File: src/rtl/bar_motion_controller_pkg.sv
// Shared definitions for the bouncing-bar motion controller: state encoding,
// arithmetic widths and the speed-code-to-step table.
package bar_motion_controller_pkg;

  localparam int POS_W   = 9;
  localparam int ARITH_W = 10;
  localparam int CNT_W   = 16;

  typedef enum logic [2:0] {
    ST_WAIT_PHASE   = 3'd0,
    ST_MOVE_DOWN    = 3'd1,
    ST_PAUSE_BOTTOM = 3'd2,
    ST_MOVE_UP      = 3'd3,
    ST_PAUSE_TOP    = 3'd4
  } bmc_state_e;

  // Lines moved per frame tick; each code doubles the previous step.
  function automatic logic signed [ARITH_W-1:0] speed_to_step(input logic [1:0] code);
    logic signed [ARITH_W-1:0] step;
    case (code)
      2'd0:    step = 10'sd1;
      2'd1:    step = 10'sd2;
      2'd2:    step = 10'sd4;
      2'd3:    step = 10'sd8;
      default: step = 10'sd1;
    endcase
    return step;
  endfunction

endpackage

File: src/rtl/frame_tick_edge.sv
// Rising-edge detector for the frame strobe. A level that is already high
// when reset releases must first be seen low before any edge is reported.
module frame_tick_edge (
  input  logic clk_i,
  input  logic rst_i,
  input  logic level_i,
  output logic pulse_o
);

  logic prev_q;
  logic prev_d;
  logic armed_q;
  logic armed_d;

  // History and arming next-state
  always_comb begin
    prev_d  = level_i;
    armed_d = armed_q | ~level_i;
  end

  // History registers
  always_ff @(posedge clk_i) begin
    if (rst_i) begin
      prev_q  <= 1'b0;
      armed_q <= 1'b0;
    end else begin
      prev_q  <= prev_d;
      armed_q <= armed_d;
    end
  end

  assign pulse_o = level_i & ~prev_q & armed_q;

endmodule

File: src/rtl/bar_motion_controller.sv
// Moves a split-line position between +/-AMPLITUDE, one step per frame tick,
// with a startup phase delay and a pause at each limit.
module bar_motion_controller
  import bar_motion_controller_pkg::*;
#(
  parameter int PHASE_DELAY_FRAMES = 0,
  parameter int AMPLITUDE          = 120,
  parameter int PAUSE_FRAMES       = 8
) (
  input  logic                    i_Clk,
  input  logic                    i_Reset,
  input  logic                    i_NewFrameTick,
  input  logic [1:0]              i_Speed,
  input  logic                    i_Freeze,
  output logic signed [POS_W-1:0] o_Position,
  output logic                    o_MovingDown,
  output logic                    o_AtLimit,
  output logic                    o_Updated
);

  localparam logic signed [ARITH_W-1:0] AMP_POS    = ARITH_W'(AMPLITUDE);
  localparam logic signed [ARITH_W-1:0] AMP_NEG    = -AMP_POS;
  localparam logic        [CNT_W-1:0]   PHASE_INIT = CNT_W'(PHASE_DELAY_FRAMES);
  localparam logic        [CNT_W-1:0]   PAUSE_INIT = CNT_W'(PAUSE_FRAMES);

  logic                      edge_s;
  logic                      tick_q;
  logic                      tick_d;
  logic [1:0]                speed_q;
  logic [1:0]                speed_d;
  logic                      tick_act_s;

  bmc_state_e                state_q;
  bmc_state_e                state_d;
  logic signed [POS_W-1:0]   pos_q;
  logic signed [POS_W-1:0]   pos_d;
  logic [CNT_W-1:0]          phase_cnt_q;
  logic [CNT_W-1:0]          phase_cnt_d;
  logic [CNT_W-1:0]          pause_cnt_q;
  logic [CNT_W-1:0]          pause_cnt_d;
  logic                      moving_down_q;
  logic                      moving_down_d;
  logic                      at_limit_q;
  logic                      at_limit_d;
  logic                      updated_q;
  logic                      updated_d;

  logic signed [ARITH_W-1:0] pos_ext_s;
  logic signed [ARITH_W-1:0] step_s;
  logic signed [ARITH_W-1:0] sum_down_s;
  logic signed [ARITH_W-1:0] sum_up_s;

  frame_tick_edge u_tick_edge (
    .clk_i   (i_Clk),
    .rst_i   (i_Reset),
    .level_i (i_NewFrameTick),
    .pulse_o (edge_s)
  );

  // Tick pipeline stage: edge and speed captured together so the step always
  // belongs to the tick that uses it. A frozen edge is dropped, not deferred.
  always_comb begin
    tick_d  = edge_s & ~i_Freeze;
    speed_d = i_Speed;
  end

  // Tick pipeline registers
  always_ff @(posedge i_Clk) begin
    if (i_Reset) begin
      tick_q  <= 1'b0;
      speed_q <= 2'd0;
    end else begin
      tick_q  <= tick_d;
      speed_q <= speed_d;
    end
  end

  assign tick_act_s = tick_q & ~i_Freeze;
  assign pos_ext_s  = ARITH_W'(pos_q);
  assign step_s     = speed_to_step(speed_q);
  assign sum_down_s = pos_ext_s + step_s;
  assign sum_up_s   = pos_ext_s - step_s;

  // State, position and counter registers
  always_ff @(posedge i_Clk) begin
    if (i_Reset) begin
      state_q       <= ST_WAIT_PHASE;
      pos_q         <= 9'sd0;
      phase_cnt_q   <= PHASE_INIT;
      pause_cnt_q   <= 16'd0;
      moving_down_q <= 1'b1;
      at_limit_q    <= 1'b0;
      updated_q     <= 1'b0;
    end else begin
      state_q       <= state_d;
      pos_q         <= pos_d;
      phase_cnt_q   <= phase_cnt_d;
      pause_cnt_q   <= pause_cnt_d;
      moving_down_q <= moving_down_d;
      at_limit_q    <= at_limit_d;
      updated_q     <= updated_d;
    end
  end

  // Next-state: at most one transition per accepted tick
  always_comb begin
    state_d     = state_q;
    pos_d       = pos_q;
    phase_cnt_d = phase_cnt_q;
    pause_cnt_d = pause_cnt_q;
    if (tick_act_s) begin
      case (state_q)
        ST_WAIT_PHASE: begin
          if (phase_cnt_q == 16'd0) begin
            state_d = ST_MOVE_DOWN;
          end else begin
            phase_cnt_d = phase_cnt_q - 16'd1;
          end
        end
        ST_MOVE_DOWN: begin
          if (sum_down_s >= AMP_POS) begin
            pos_d       = POS_W'(AMP_POS);
            pause_cnt_d = PAUSE_INIT;
            state_d     = ST_PAUSE_BOTTOM;
          end else begin
            pos_d = POS_W'(sum_down_s);
          end
        end
        ST_PAUSE_BOTTOM: begin
          if (pause_cnt_q == 16'd0) begin
            state_d = ST_MOVE_UP;
          end else begin
            pause_cnt_d = pause_cnt_q - 16'd1;
          end
        end
        ST_MOVE_UP: begin
          if (sum_up_s <= AMP_NEG) begin
            pos_d       = POS_W'(AMP_NEG);
            pause_cnt_d = PAUSE_INIT;
            state_d     = ST_PAUSE_TOP;
          end else begin
            pos_d = POS_W'(sum_up_s);
          end
        end
        ST_PAUSE_TOP: begin
          if (pause_cnt_q == 16'd0) begin
            state_d = ST_MOVE_DOWN;
          end else begin
            pause_cnt_d = pause_cnt_q - 16'd1;
          end
        end
        default: begin
          state_d = ST_WAIT_PHASE;
        end
      endcase
    end else begin
      state_d = state_q;
    end
  end

  // Output decode from the upcoming state so flags register alongside position
  always_comb begin
    moving_down_d = 1'b0;
    at_limit_d    = 1'b0;
    updated_d     = (pos_d != pos_q);
    case (state_d)
      ST_WAIT_PHASE:   moving_down_d = 1'b1;
      ST_MOVE_DOWN:    moving_down_d = 1'b1;
      ST_PAUSE_BOTTOM: begin
        moving_down_d = 1'b1;
        at_limit_d    = 1'b1;
      end
      ST_MOVE_UP:      moving_down_d = 1'b0;
      ST_PAUSE_TOP:    at_limit_d    = 1'b1;
      default: begin
        moving_down_d = 1'b1;
        at_limit_d    = 1'b0;
      end
    endcase
  end

  assign o_Position   = pos_q;
  assign o_MovingDown = moving_down_q;
  assign o_AtLimit    = at_limit_q;
  assign o_Updated    = updated_q;

endmodule

File: config.mk
export PLATFORM = sky130hd
export DESIGN_NAME = bar_motion_controller
export DESIGN_NICKNAME = d
export VERILOG_FILES = /design/src/rtl/bar_motion_controller_pkg.sv /design/src/rtl/frame_tick_edge.sv /design/src/rtl/bar_motion_controller.sv
export SDC_FILE = /design/constraint.sdc
export NUM_CORES = 1
export LEC_CHECK = 0
export BUFFER_PORTS_ARGS = -buffer_cell sky130_fd_sc_hd__buf_2
export CAP_MARGIN = 20
export CELL_PAD_IN_SITES_DETAIL_PLACEMENT = 1
export CELL_PAD_IN_SITES_GLOBAL_PLACEMENT = 1
export CORE_MARGIN = 1.5
export CORE_UTILIZATION = 35
export DETAILED_ROUTE_END_ITERATION = 10
export PLACE_DENSITY = 0.61
export SYNTH_ARGS = -nofsm -noshare
export SYNTH_HDL_FRONTEND = slang
export SYNTH_SLANG_ARGS = --single-unit
File: constraint.sdc
create_clock -name i_Clk -period 4.7 [get_ports i_Clk]
set_clock_uncertainty 0.2 [all_clocks]
set_input_delay 0.235 -clock i_Clk [delete_from_list [all_inputs] [get_ports i_Clk]]
set_output_delay 0.235 -clock i_Clk [all_outputs]
set_load 0.005 [all_outputs]
==> results of run 1 <==
synth_stat cells (3+ instances only):
cell type  count  area [um2]
nor2_1        63         236
dfxtp_1       52        1040
nand2_1       23        86.3
a21oi_1       22         110
inv_1         19        71.3
xor2_1        17         149
nand3_1       15        75.1
xnor2_1       15         131
nor2b_1       14        87.6
nor3_1        14        70.1
clkbuf_1      12        45.0
o21ai_0       12        60.1
nand2b_1      11        68.8
ha_1          10         125
a211oi_1       8        60.1
or3_1          8        50.1
o211ai_1       7        52.6
a211o_1        6        52.6
buf_2          6        30.0
a311oi_1       5        43.8
nand4_1        5        31.3
nor4_1         5        31.3
nor3b_1        4        30.0
a221oi_1       3        26.3
a31oi_1        3        18.8
and3_1         3        18.8
nand3b_1       3        22.5
nor4_4         3        63.8
o2111ai_1      3        26.3
o22ai_1        3        18.8
o41ai_1        3        26.3
or2_1          3        18.8
metrics by stage:
stage	area, um2	setup slack [ns]	power, mW	cells
after detailed placement	3710	0.759	0.516	569
after floorplan	3540	1.38	0.498	438
after global routing	3860	0.357	0.867	581
after CTS	3860	0.733	0.844	581
after global placement	3710	0.826	0.516	569
final	3860	0.717	0.830	581
layout make-up:
class,count,area [um2]
clock buffer,5,68.8
clock inverter,3,46.3
fill,1200,5910
inverter,20,75.1
multi-input combinational,344,2320
sequential,52,1040
tap,133,166
timing repair buffer,24,148
flip-flops by register name, summed over array words and instances, names as in the netlist:
register and count:
pause_cnt_q 16, phase_cnt_q 16, o_Position 9, state_q 3, speed_q 2, o_AtLimit 1, o_MovingDown 1, o_Updated 1
tick_q 1, u_tick_edge.armed_q 1, u_tick_edge.prev_q 1
worst reg2reg max path: cells and delay by family, from the launching register on:
kind	cells	cell delay, ns
AO/OA/AOI/OAI	7	1.95
adder cells (fa/ha/maj)	2	0.75
flip-flops	1	0.38
multiplexers	1	0.27
AND/OR/NAND/NOR	2	0.30
metal layers:
metal  share of wire  wire length, um  up-vias  track usage
li1                -                -     1606            -
met1            0.50             4930     1577        0.263
met2            0.47             4620       53        0.316
met3           0.032              317        8       0.0308
met4          0.0063               63        0       0.0377
met5               0                0        -            0
cell families (layout without fill, tap and decap cells):
group | after synthesis | after routing | share of synthesized area
flops | 52 | 52 | 0.294
mux | 2 | 2 | 0.00566
xor+xnor | 33 | 33 | 0.0838
compound gates | 110 | 110 | 0.234
fa+ha+maj | 12 | 12 | 0.0467
simple gates | 187 | 187 | 0.285
buf+inv | 42 | 52 | 0.0509
timing repair:
action / 4_1_cts / 5_1_grt
setup endpoints to repair: 0 / 0
endpoints found under the hold margin: 5 / 0
hold buffers: 4 / 0
resized for setup: 0 / 0
path summary, 6_finish.rpt:
kind	start	depth (start not counted)	slack, ns	endpoint
setup / recovery	speed_q[0]$_SDFF_PP0_	12	0.72	o_Updated$_SDFF_PP0_
setup reg to reg	speed_q[0]$_SDFF_PP0_	12	0.72	o_Updated$_SDFF_PP0_
hold / removal	u_tick_edge.prev_q$_SDFF_PP0_	1	0.21	tick_q$_SDFF_PP0_
hold reg to reg	u_tick_edge.prev_q$_SDFF_PP0_	1	0.21	tick_q$_SDFF_PP0_
power groups by stage:
stage               registers, mW  clock network (mW)  logic, mW
detailed placement          0.454                   0     0.0620
finish                      0.444               0.321     0.0648
global placement            0.454                   0     0.0617
global route                0.445               0.351     0.0717
CTS                         0.444               0.335     0.0647
floorplan                   0.454                   0     0.0447
==> key figures, run 1 <==
Timing
  – Worst rel slew slack: 0.420
  – Final setup violation count: 0
  – Worst-Margin Slew: 0.869 ns
  – Final worst path period need: 3.98 ns
  – Post-route clock period utilization: 0.847
  – RSZ-0062 raised after global routing: no
  – Max Freq: 251 MHz
  – Max Transition Viols Final: 0
  – Fin Hold WS: 0.211 ns
  – Sum Neg Setup Slack: 0 ns
  – Final Hold Vio Count: 0

Clock tree
  – # clock sinks: 52
  – Post-CTS setup buffers: 0
  – TritonCTS clock tree: built
  – Worst-Skew Late Latency: 0.31 ns
  – Clk slew on worst S/H paths: 0.10 ns
  – H-tree levels: 2
  – Root Buffer: clkbuf_8
  – Maximum clock path buffer count: 2
  – Num CTS Buffers: 5

Placed design
  – GPL Wtd Cong: 0.888
  – Dpl hpwl: 7.45 mm
  – Buffers added on ports: 17

Final layout
  – Commonest non-fill, non-tap cell in the layout: nor2_1
  – Final Core Density: 0.395
  – Layout cells sized above 1: 0.103
  – Synth-to-Final Area Change: 9.16%
  – Commonest non-fill, non-tap cells in the layout: 63 x nor2_1, 52 x dfxtp_1, 23 x nand2_1, 22 x a21oi_1, 19 x inv_1
  – Ant diodes: 0
  – Final nets: 465

Setup path
  – CP required: 4.67 ns
  – Cell family with most CP delay: compound AO/OA/AOI/OAI gates
  – Crit-path max cell delay: 0.58 ns
  – CP max FO: 12
  – CP bufs+invs: 0
  – Cells along the critical path: nor2_1 -> ha_1 -> fa_1 -> nor2b_1 -> o2111ai_1 -> o21ai_0 -> a21o_1 -> o31ai_4 -> mux2i_1 -> o22ai_1 -> o41ai_1 -> a31oi_1
  – Setup crit end kind: register
  – Worst EP arrival: 3.96 ns
  – Crit Path Class: reg2reg
  – Crit-path slowest cell: o31ai_4
  – Worst setup SP type: register

Pwr
  – Leak: 1.36 nW
  – Combinational power share: 0.078
  – P_sw: 0.204 mW
  – VDD IR-drop max: 0.000119 V
  – Clock network power share: 0.387
  – Sw frac: 0.245
  – Seq pwr share: 0.535
  – Internal power: 0.626 mW
  – P per Cell Area: 215 nW/um2

GRT
  – Initial antenna violation count: 0
  – Largest net degree at the start of global routing: 39
  – Vias in the first global route: 3283
  – Gr ovfl total: 0
  – First-pass GRT wire length: 16.7 mm
  – Global-route usage over all layers: 0.191

Drt
  – Wirelength, routed: 9.93 mm
  – First drt pass iteration count: 4
  – Remaining antenna violation count: 0
  – Initial DRC count: 167
  – # DRC: 0
  – Total number of vias: 3244
  – Number of vias per cell: 5.58
  – WL per Instance: 17.1 um

Synth
  – Syn avg cell area: 8.08 um2
  – Netlist Area Pre-Place: 3540 um2
  – Synthesis-stage register bit count: 52
  – Most used flip-flop cell after synthesis: dfxtp_1
  – Post-synth EDFFs: 0
  – Yosys warnings: 0
  – FFs w/ async S/R, synth: 0
  – Netlist cell types: 71
  – Mapped Nets: 456
  – Post-Synthesis Cells: 438
  – Sequential area share after synthesis: 0.294

Floorplanning
  – Initial core utilization: 0.362
  – Core Rows: 36
  – Width of the die: 104 um
  – Core footprint: 9770 um2
  – Die ar.: 10700 um2
  – Height of the die: 104 um
  – IO Count: 18

Worst hold path
  – Tightest Hold Check Type: reg2reg

Run status
  – Status: finished clean

Run
  – Max Cap Viol: 0
Note: power is estimated with default switching activity, not from simulation.
==> run 2: changes to the inputs <==
clock period = 3.8 ns   (was 4.7 ns; I/O delays follow)
==> run 2 against run 1 <==
Net effect: first-iteration DRC count increased by 37%; via count increased by 2.8%; global-route usage increased by 0.59 points; non-clock buffer count increased by 23; die area unchanged; utilization increased by 1.9 points; clock power increased by 7.8%; count of clock-buffer cells in the layout unchanged; setup slack got worse by 0.52 ns; cell count increased by 4.0%; critical path type unchanged; largest cell class unchanged; largest power group unchanged.
==> key figures, run 2 (synthesized netlist as in run 1, its figures left out) <==
Run status
  – Status: finished clean (unchanged)

Clock tree
  – Maximum clock path buffer count: 2 (unchanged)
  – # clock sinks: 52 (unchanged)
  – Worst-Skew Late Latency: 0.32 ns (was 0.31 ns)
  – Clk slew on worst S/H paths: 0.11 ns (was 0.10 ns)
  – Num CTS Buffers: 5 (unchanged)
  – H-tree levels: 2 (unchanged)
  – Root Buffer: clkbuf_8 (unchanged)
  – TritonCTS clock tree: built (unchanged)

Timing
  – Final worst slack: 0.200 ns (was 0.717 ns)
  – Max Transition Viols Final: 0 (unchanged)
  – Post-route clock period utilization: 0.947 (was 0.847)
  – Worst rel slew slack: 0.467 (was 0.420)
  – Final worst path period need: 3.60 ns (was 3.98 ns)
  – Max Freq: 278 MHz (was 251 MHz)
  – Worst-Margin Slew: 0.796 ns (was 0.869 ns)
  – Final Hold Vio Count: 0 (unchanged)
  – Final setup violation count: 0 (unchanged)

GRT
  – Vias in the first global route: 3334 (was 3283)
  – Initial antenna violation count: 0 (unchanged)
  – First-pass GRT wire length: 17.2 mm (was 16.7 mm)
  – Largest net degree at the start of global routing: 39 (unchanged)
  – Global-route usage over all layers: 0.197 (was 0.191)
  – Gr ovfl total: 0 (unchanged)

Pwr
  – P per Cell Area: 242 nW/um2 (was 215 nW/um2)
  – Leak: 1.47 nW (was 1.36 nW)
  – Overall power: 0.981 mW (was 0.830 mW)
  – VDD IR-drop max: 0.000130 V (was 0.000119 V)

Placed design
  – Buffers added on ports: 17 (unchanged)
  – Worst slack at placement: -0.0120 ns (was 0.759 ns)
  – Dpl hpwl: 7.71 mm (was 7.45 mm)
  – GPL Wtd Cong: 0.886 (was 0.888)

Setup path
  – Crit-path slowest cell: a211o_1 (was o31ai_4)
  – Cell family with most CP delay: compound AO/OA/AOI/OAI gates (unchanged)
  – Worst setup SP type: register (unchanged)
  – R2R depth: 12 (unchanged)
  – Crit Reg-Reg Startpoint: speed_q[1]$_SDFF_PP0_ (was speed_q[0]$_SDFF_PP0_)
  – CP dominant cell by count: a211o_1
  – R2r endpoint: o_MovingDown$_SDFF_PP1_ (was o_Updated$_SDFF_PP0_)
  – Crit-path max cell delay: 0.37 ns (was 0.58 ns)
  – CP required: 3.81 ns (was 4.67 ns)
  – Crit Path Class: reg2reg (unchanged)
  – CP bufs+invs: 1 (was 0)
  – FF-to-FF setup slack: 0.20 ns (was 0.72 ns)
  – Cells along the critical path: nand2b_1 -> ha_1 -> nand2b_4 -> a211o_1 -> a211o_1 -> nor4_4 -> o31ai_4 -> buf_4 -> o41ai_2 -> o211ai_1 -> nor4bb_1 -> a21oi_1 (was nor2_1 -> ha_1 -> fa_1 -> nor2b_1 -> o2111ai_1 -> o21ai_0 -> a21o_1 -> o31ai_4 -> mux2i_1 -> o22ai_1 -> o41ai_1 -> a31oi_1)
  – CP max FO: 4 (was 12)
  – Setup crit end kind: register (unchanged)
  – Worst EP arrival: 3.61 ns (was 3.96 ns)

Drt
  – # DRC: 0 (unchanged)
  – WL per Instance: 17.0 um (was 17.1 um)
  – First drt pass iteration count: 5 (was 4)
  – Remaining antenna violation count: 0 (unchanged)
  – Initial DRC count: 228 (was 167)
  – Total number of vias: 3336 (was 3244)
  – Number of vias per cell: 5.52 (was 5.58)
  – Wirelength, routed: 10.3 mm (was 9.93 mm)

Worst hold path
  – Worst Hold Path EP: state_q[1]$_SDFF_PP0_ (was tick_q$_SDFF_PP0_)
  – Hold depth: 2 (was 1)
  – HP Start: i_Reset (was u_tick_edge.prev_q$_SDFF_PP0_)
  – Tightest Hold Check Type: in2reg (was reg2reg)

Final layout
  – Final nets: 488 (was 465)
  – Commonest non-fill, non-tap cells in the layout: 62 x nor2_1, 50 x dfxtp_1, 25 x buf_4, 23 x nand2_1, 22 x a21oi_1 (was 63 x nor2_1, 52 x dfxtp_1, 23 x nand2_1, 22 x a21oi_1, 19 x inv_1)
  – Number of fill cells: 1178 (was 1200)
  – Commonest non-fill, non-tap cell in the layout: nor2_1 (unchanged)
  – Synth-to-Final Area Change: 14.4% (was 9.16%)
  – Layout cells sized above 1: 0.159 (was 0.103)
  – Ant diodes: 0 (unchanged)

Floorplanning
  – Height of the die: 104 um (unchanged)
  – IO Count: 18 (unchanged)
  – Initial core utilization: 0.362 (unchanged)
  – Core Rows: 36 (unchanged)
  – Die ar.: 10700 um2 (unchanged)
  – Width of the die: 104 um (unchanged)
  – Core footprint: 9770 um2 (unchanged)

Run
  – Max Cap Viol: 0 (unchanged)
==> run 2: report_power, final <==
group | switching, mW | total (mW) | internal (mW)
registers | 0.00177 | 0.549 | 0.548
logic | 0.0528 | 0.0866 | 0.0338
clock network | 0.211 | 0.346 | 0.135
==> run 2: worst max path at each step <==
stage | startpoint | endpoint | slack, ns | cells after the start
after floorplan | speed_q[0]$_SDFF_PP0_ | o_Updated$_SDFF_PP0_ | 0.48 | 13
after global placement | speed_q[0]$_SDFF_PP0_ | o_Updated$_SDFF_PP0_ | 0.02 | 13
after detailed placement | speed_q[0]$_SDFF_PP0_ | o_Updated$_SDFF_PP0_ | -0.01 | 13
after CTS | speed_q[0]$_SDFF_PP0_ | o_Updated$_SDFF_PP0_ | 0.005 | 13
after global routing | speed_q[0]$_SDFF_PP0_ | pause_cnt_q[10]$_SDFFE_PP0P_ | -0.002 | 13
final | speed_q[1]$_SDFF_PP0_ | o_MovingDown$_SDFF_PP1_ | 0.20 | 12
==> run 2: stage by stage <==
| step | cells | hold WS (ns) | util | instance area, um2 | TNS (ns) |
|---|---|---|---|---|---|
| after CTS | 600 | 0.210 | 0.410 | 4010 | 0 |
| after global routing | 604 | 0.230 | 0.414 | 4050 | -0.00496 |
| final | 604 | 0.200 | 0.414 | 4050 | 0 |
| after floorplan | 438 | 0.0665 | - | 3540 | 0 |
| after detailed placement | 588 | 0.189 | 0.395 | 3860 | -0.0120 |
| after global placement | 588 | 0.186 | 0.395 | 3860 | 0 |
==> run 2: cell type report <==
type / count / area [um2] / area share
clock inverter: 3 / 25.0 / 0.00618
multi-input combinational: 344 / 2340 / 0.577
clock buffer: 5 / 68.8 / 0.0170
sequential: 52 / 1040 / 0.258
timing repair buffer: 47 / 333 / 0.0822
inverter: 20 / 75.1 / 0.0185
tap: 133 / 166 / 0.0411
==> run 2: metal layers <==
layer	part of all wire	GRT usage
met4	0.015	0.0685
met2	0.46	0.313
met1	0.49	0.271
met3	0.033	0.0296
met5	0	0
==> run 2: what timing repair did <==
item / 4_1_cts / 5_1_grt
endpoints found under the setup margin: 1 / 19
pin swaps: 0 / 3
hold buffers: 4 / 0
gates resized for setup: 1 / 6
hold endpoints to repair: 5 / 0
setup buffers: 0 / 4
==> run 3: changes to the inputs <==
BUFFER_PORTS_ARGS = -buffer_cell sky130_fd_sc_hd__buf_4   (was -buffer_cell sky130_fd_sc_hd__buf_2)
==> run 3 against run 2 <==
Net effect: sequential power hardly changed; via count is 2.5% higher; global-route usage is 0.40 points higher; clock power is 1% lower.
==> key figures, run 3 (synthesized netlist as in run 1, its figures left out) <==
Clock tree
  – Num CTS Buffers: 5 (unchanged)
  – # clock sinks: 52 (unchanged)
  – H-tree levels: 2 (unchanged)
  – TritonCTS clock tree: built (unchanged)
  – Clk slew on worst S/H paths: 0.11 ns (about the same)
  – Worst-Skew Late Latency: 0.32 ns (about the same)
  – Root Buffer: clkbuf_8 (unchanged)
  – Maximum clock path buffer count: 2 (unchanged)

Final layout
  – Final nets: 496 (was 488)
  – Non-Filler Instances: 612 (was 604)
  – Ant diodes: 0 (unchanged)
  – Commonest non-fill, non-tap cells in the layout: 63 x nor2_1, 52 x dfxtp_1, 49 x buf_4, 23 x nand2_1, 22 x a21oi_1 (was 62 x nor2_1, 50 x dfxtp_1, 25 x buf_4, 23 x nand2_1, 22 x a21oi_1)
  – Layout cells sized above 1: 0.167 (was 0.159)
  – Final Core Density: 0.425 (was 0.414)
  – Final instance area: 4150 um2 (was 4050 um2)
  – Commonest non-fill, non-tap cell in the layout: nor2_1 (unchanged)
  – Synth-to-Final Area Change: 17.4% (was 14.4%)

Setup path
  – Setup crit end kind: register (unchanged)
  – CP dominant cell by count: a21oi_2 (was a211o_1)
  – R2R depth: 12 (unchanged)
  – Worst EP arrival: 3.62 ns (was 3.61 ns)
  – Crit-path max cell delay: 0.52 ns (was 0.37 ns)
  – FF-to-FF setup slack: 0.17 ns (was 0.20 ns)
  – Crit-path slowest cell: fa_1 (was a211o_1)
  – Crit Reg-Reg Startpoint: o_Position[1]$_SDFF_PP0_ (was speed_q[1]$_SDFF_PP0_)
  – CP max FO: 11 (was 4)
  – Cells along the critical path: inv_1 -> fa_1 -> nand2b_1 -> a21oi_2 -> xnor2_1 -> nor2_1 -> a21oi_2 -> buf_4 -> a211oi_1 -> nand4_1 -> o41ai_1 -> a31oi_1 (was nand2b_1 -> ha_1 -> nand2b_4 -> a211o_1 -> a211o_1 -> nor4_4 -> o31ai_4 -> buf_4 -> o41ai_2 -> o211ai_1 -> nor4bb_1 -> a21oi_1)
  – CP required: 3.79 ns (was 3.81 ns)
  – Worst setup SP type: register (unchanged)
  – R2r endpoint: o_Updated$_SDFF_PP0_ (was o_MovingDown$_SDFF_PP1_)
  – Crit Path Class: reg2reg (unchanged)

Timing
  – Post-route clock period utilization: 0.956 (was 0.947)
  – Final worst path period need: 3.63 ns (was 3.60 ns)
  – Max Transition Viols Final: 0 (unchanged)
  – Worst-Margin Slew: 0.796 ns (about the same)
  – Final Hold Vio Count: 0 (unchanged)
  – Fin Hold WS: 0.0866 ns (was 0.200 ns)
  – Sum Neg Setup Slack: 0 ns (unchanged)
  – Max Freq: 275 MHz (was 278 MHz)
  – Final setup violation count: 0 (unchanged)
  – Final worst slack: 0.166 ns (was 0.200 ns)
  – Worst rel slew slack: 0.468 (was 0.467)

Floorplanning
  – IO Count: 18 (unchanged)
  – Width of the die: 104 um (unchanged)
  – Die ar.: 10700 um2 (unchanged)
  – Height of the die: 104 um (unchanged)
  – Core Rows: 36 (unchanged)
  – Initial core utilization: 0.362 (unchanged)
  – Core footprint: 9770 um2 (unchanged)

GRT
  – First-pass GRT wire length: 17.7 mm (was 17.2 mm)
  – Global-route usage over all layers: 0.201 (was 0.197)
  – Gr ovfl total: 0 (unchanged)
  – GR met3 Demand/Resource: 0.0289 (was 0.0296)
  – M2 GR Usage: 0.336 (was 0.313)
  – Vias in the first global route: 3453 (was 3334)
  – M1 GR Usage: 0.270 (was 0.271)
  – Initial antenna violation count: 0 (unchanged)
  – Largest net degree at the start of global routing: 39 (unchanged)
  – Global route hottest layer: met2 (unchanged)

Placed design
  – Dpl cell area: 3940 um2 (was 3860 um2)
  – Placed Instances: 593 (was 588)
  – Dpl hpwl: 7.92 mm (was 7.71 mm)
  – GPL Wtd Cong: 0.904 (was 0.886)
  – Worst slack at placement: 0.0962 ns (was -0.0120 ns)
  – Buffers added on ports: 17 (unchanged)

Drt
  – Remaining antenna violation count: 0 (unchanged)
  – First drt pass iteration count: 5 (unchanged)
  – Total number of vias: 3418 (was 3336)
  – # DRC: 0 (unchanged)
  – Initial DRC count: 175 (was 228)
  – Number of vias per cell: 5.58 (was 5.52)
  – WL per Instance: 17.4 um (was 17.0 um)
  – Wirelength, routed: 10.6 mm (was 10.3 mm)

Pwr
  – Leak: 1.52 nW (was 1.47 nW)
  – Overall power: 0.982 mW (was 0.981 mW)
  – VDD IR-drop max: 0.000143 V (was 0.000130 V)
  – P per Cell Area: 236 nW/um2 (was 242 nW/um2)

Worst hold path
  – Worst Hold Path EP: state_q[1]$_SDFF_PP0_ (unchanged)
  – Tightest Hold Check Type: in2reg (unchanged)
  – Hold depth: 2 (unchanged)
  – HP Start: i_Reset (unchanged)

Run status
  – Status: finished clean (unchanged)

Run
  – Max Cap Viol: 0 (unchanged)
## run 3: how the worst max path moves through the flow
stage | depth (start not counted) | from | slack [ns] | endpoint
finish | 12 | o_Position[1]$_SDFF_PP0_ | 0.17 | o_Updated$_SDFF_PP0_
global placement | 12 | speed_q[0]$_SDFF_PP0_ | 0.22 | o_Updated$_SDFF_PP0_
floorplan | 13 | speed_q[0]$_SDFF_PP0_ | 0.48 | o_Updated$_SDFF_PP0_
detailed placement | 12 | speed_q[0]$_SDFF_PP0_ | 0.1 | o_Updated$_SDFF_PP0_
CTS | 12 | speed_q[0]$_SDFF_PP0_ | 0.06 | o_Updated$_SDFF_PP0_
global route | 13 | speed_q[0]$_SDFF_PP0_ | -0.009 | o_Updated$_SDFF_PP0_
## run 3: layout make-up
cell class	count	area, um2
fillers	1205	5620
inverters	20	75.1
multi-input cells	344	2330
clock inverters	3	21.3
clock buffers	5	68.8
flip-flops and latches	52	1040
repair buffers	55	448
well taps	133	166
## run 3: power by group
part	leakage [nW]	internal [mW]	switching, mW
clock network	0.0445	0.132	0.210
logic	1.05	0.0369	0.0546
registers	0.420	0.548	0.00175
## run 3: timing repair
item / CTS / global route
hold buffers: 4 / 0
endpoints found under the hold margin: 5 / 0
gates resized for setup: 0 / 3
setup buffers: 0 / 7
endpoints found under the setup margin: 0 / 20
## run 3: worst max-delay path, delay by kind of cell (launching register included)
family / cells / cell delay [ns]
adder cells (fa/ha/maj): 1 / 0.52
XOR/XNOR: 1 / 0.09
flip-flops: 1 / 0.46
AO/OA/AOI/OAI: 5 / 1.24
AND/OR/NAND/NOR: 3 / 0.62
buffers and inverters: 2 / 0.36
## run 3: per-layer routing
metal  up-vias  share of wire
li1       1660              -
met1      1659           0.46
met2        85           0.48
met3        14          0.045
met4         0          0.015
met5         -              0
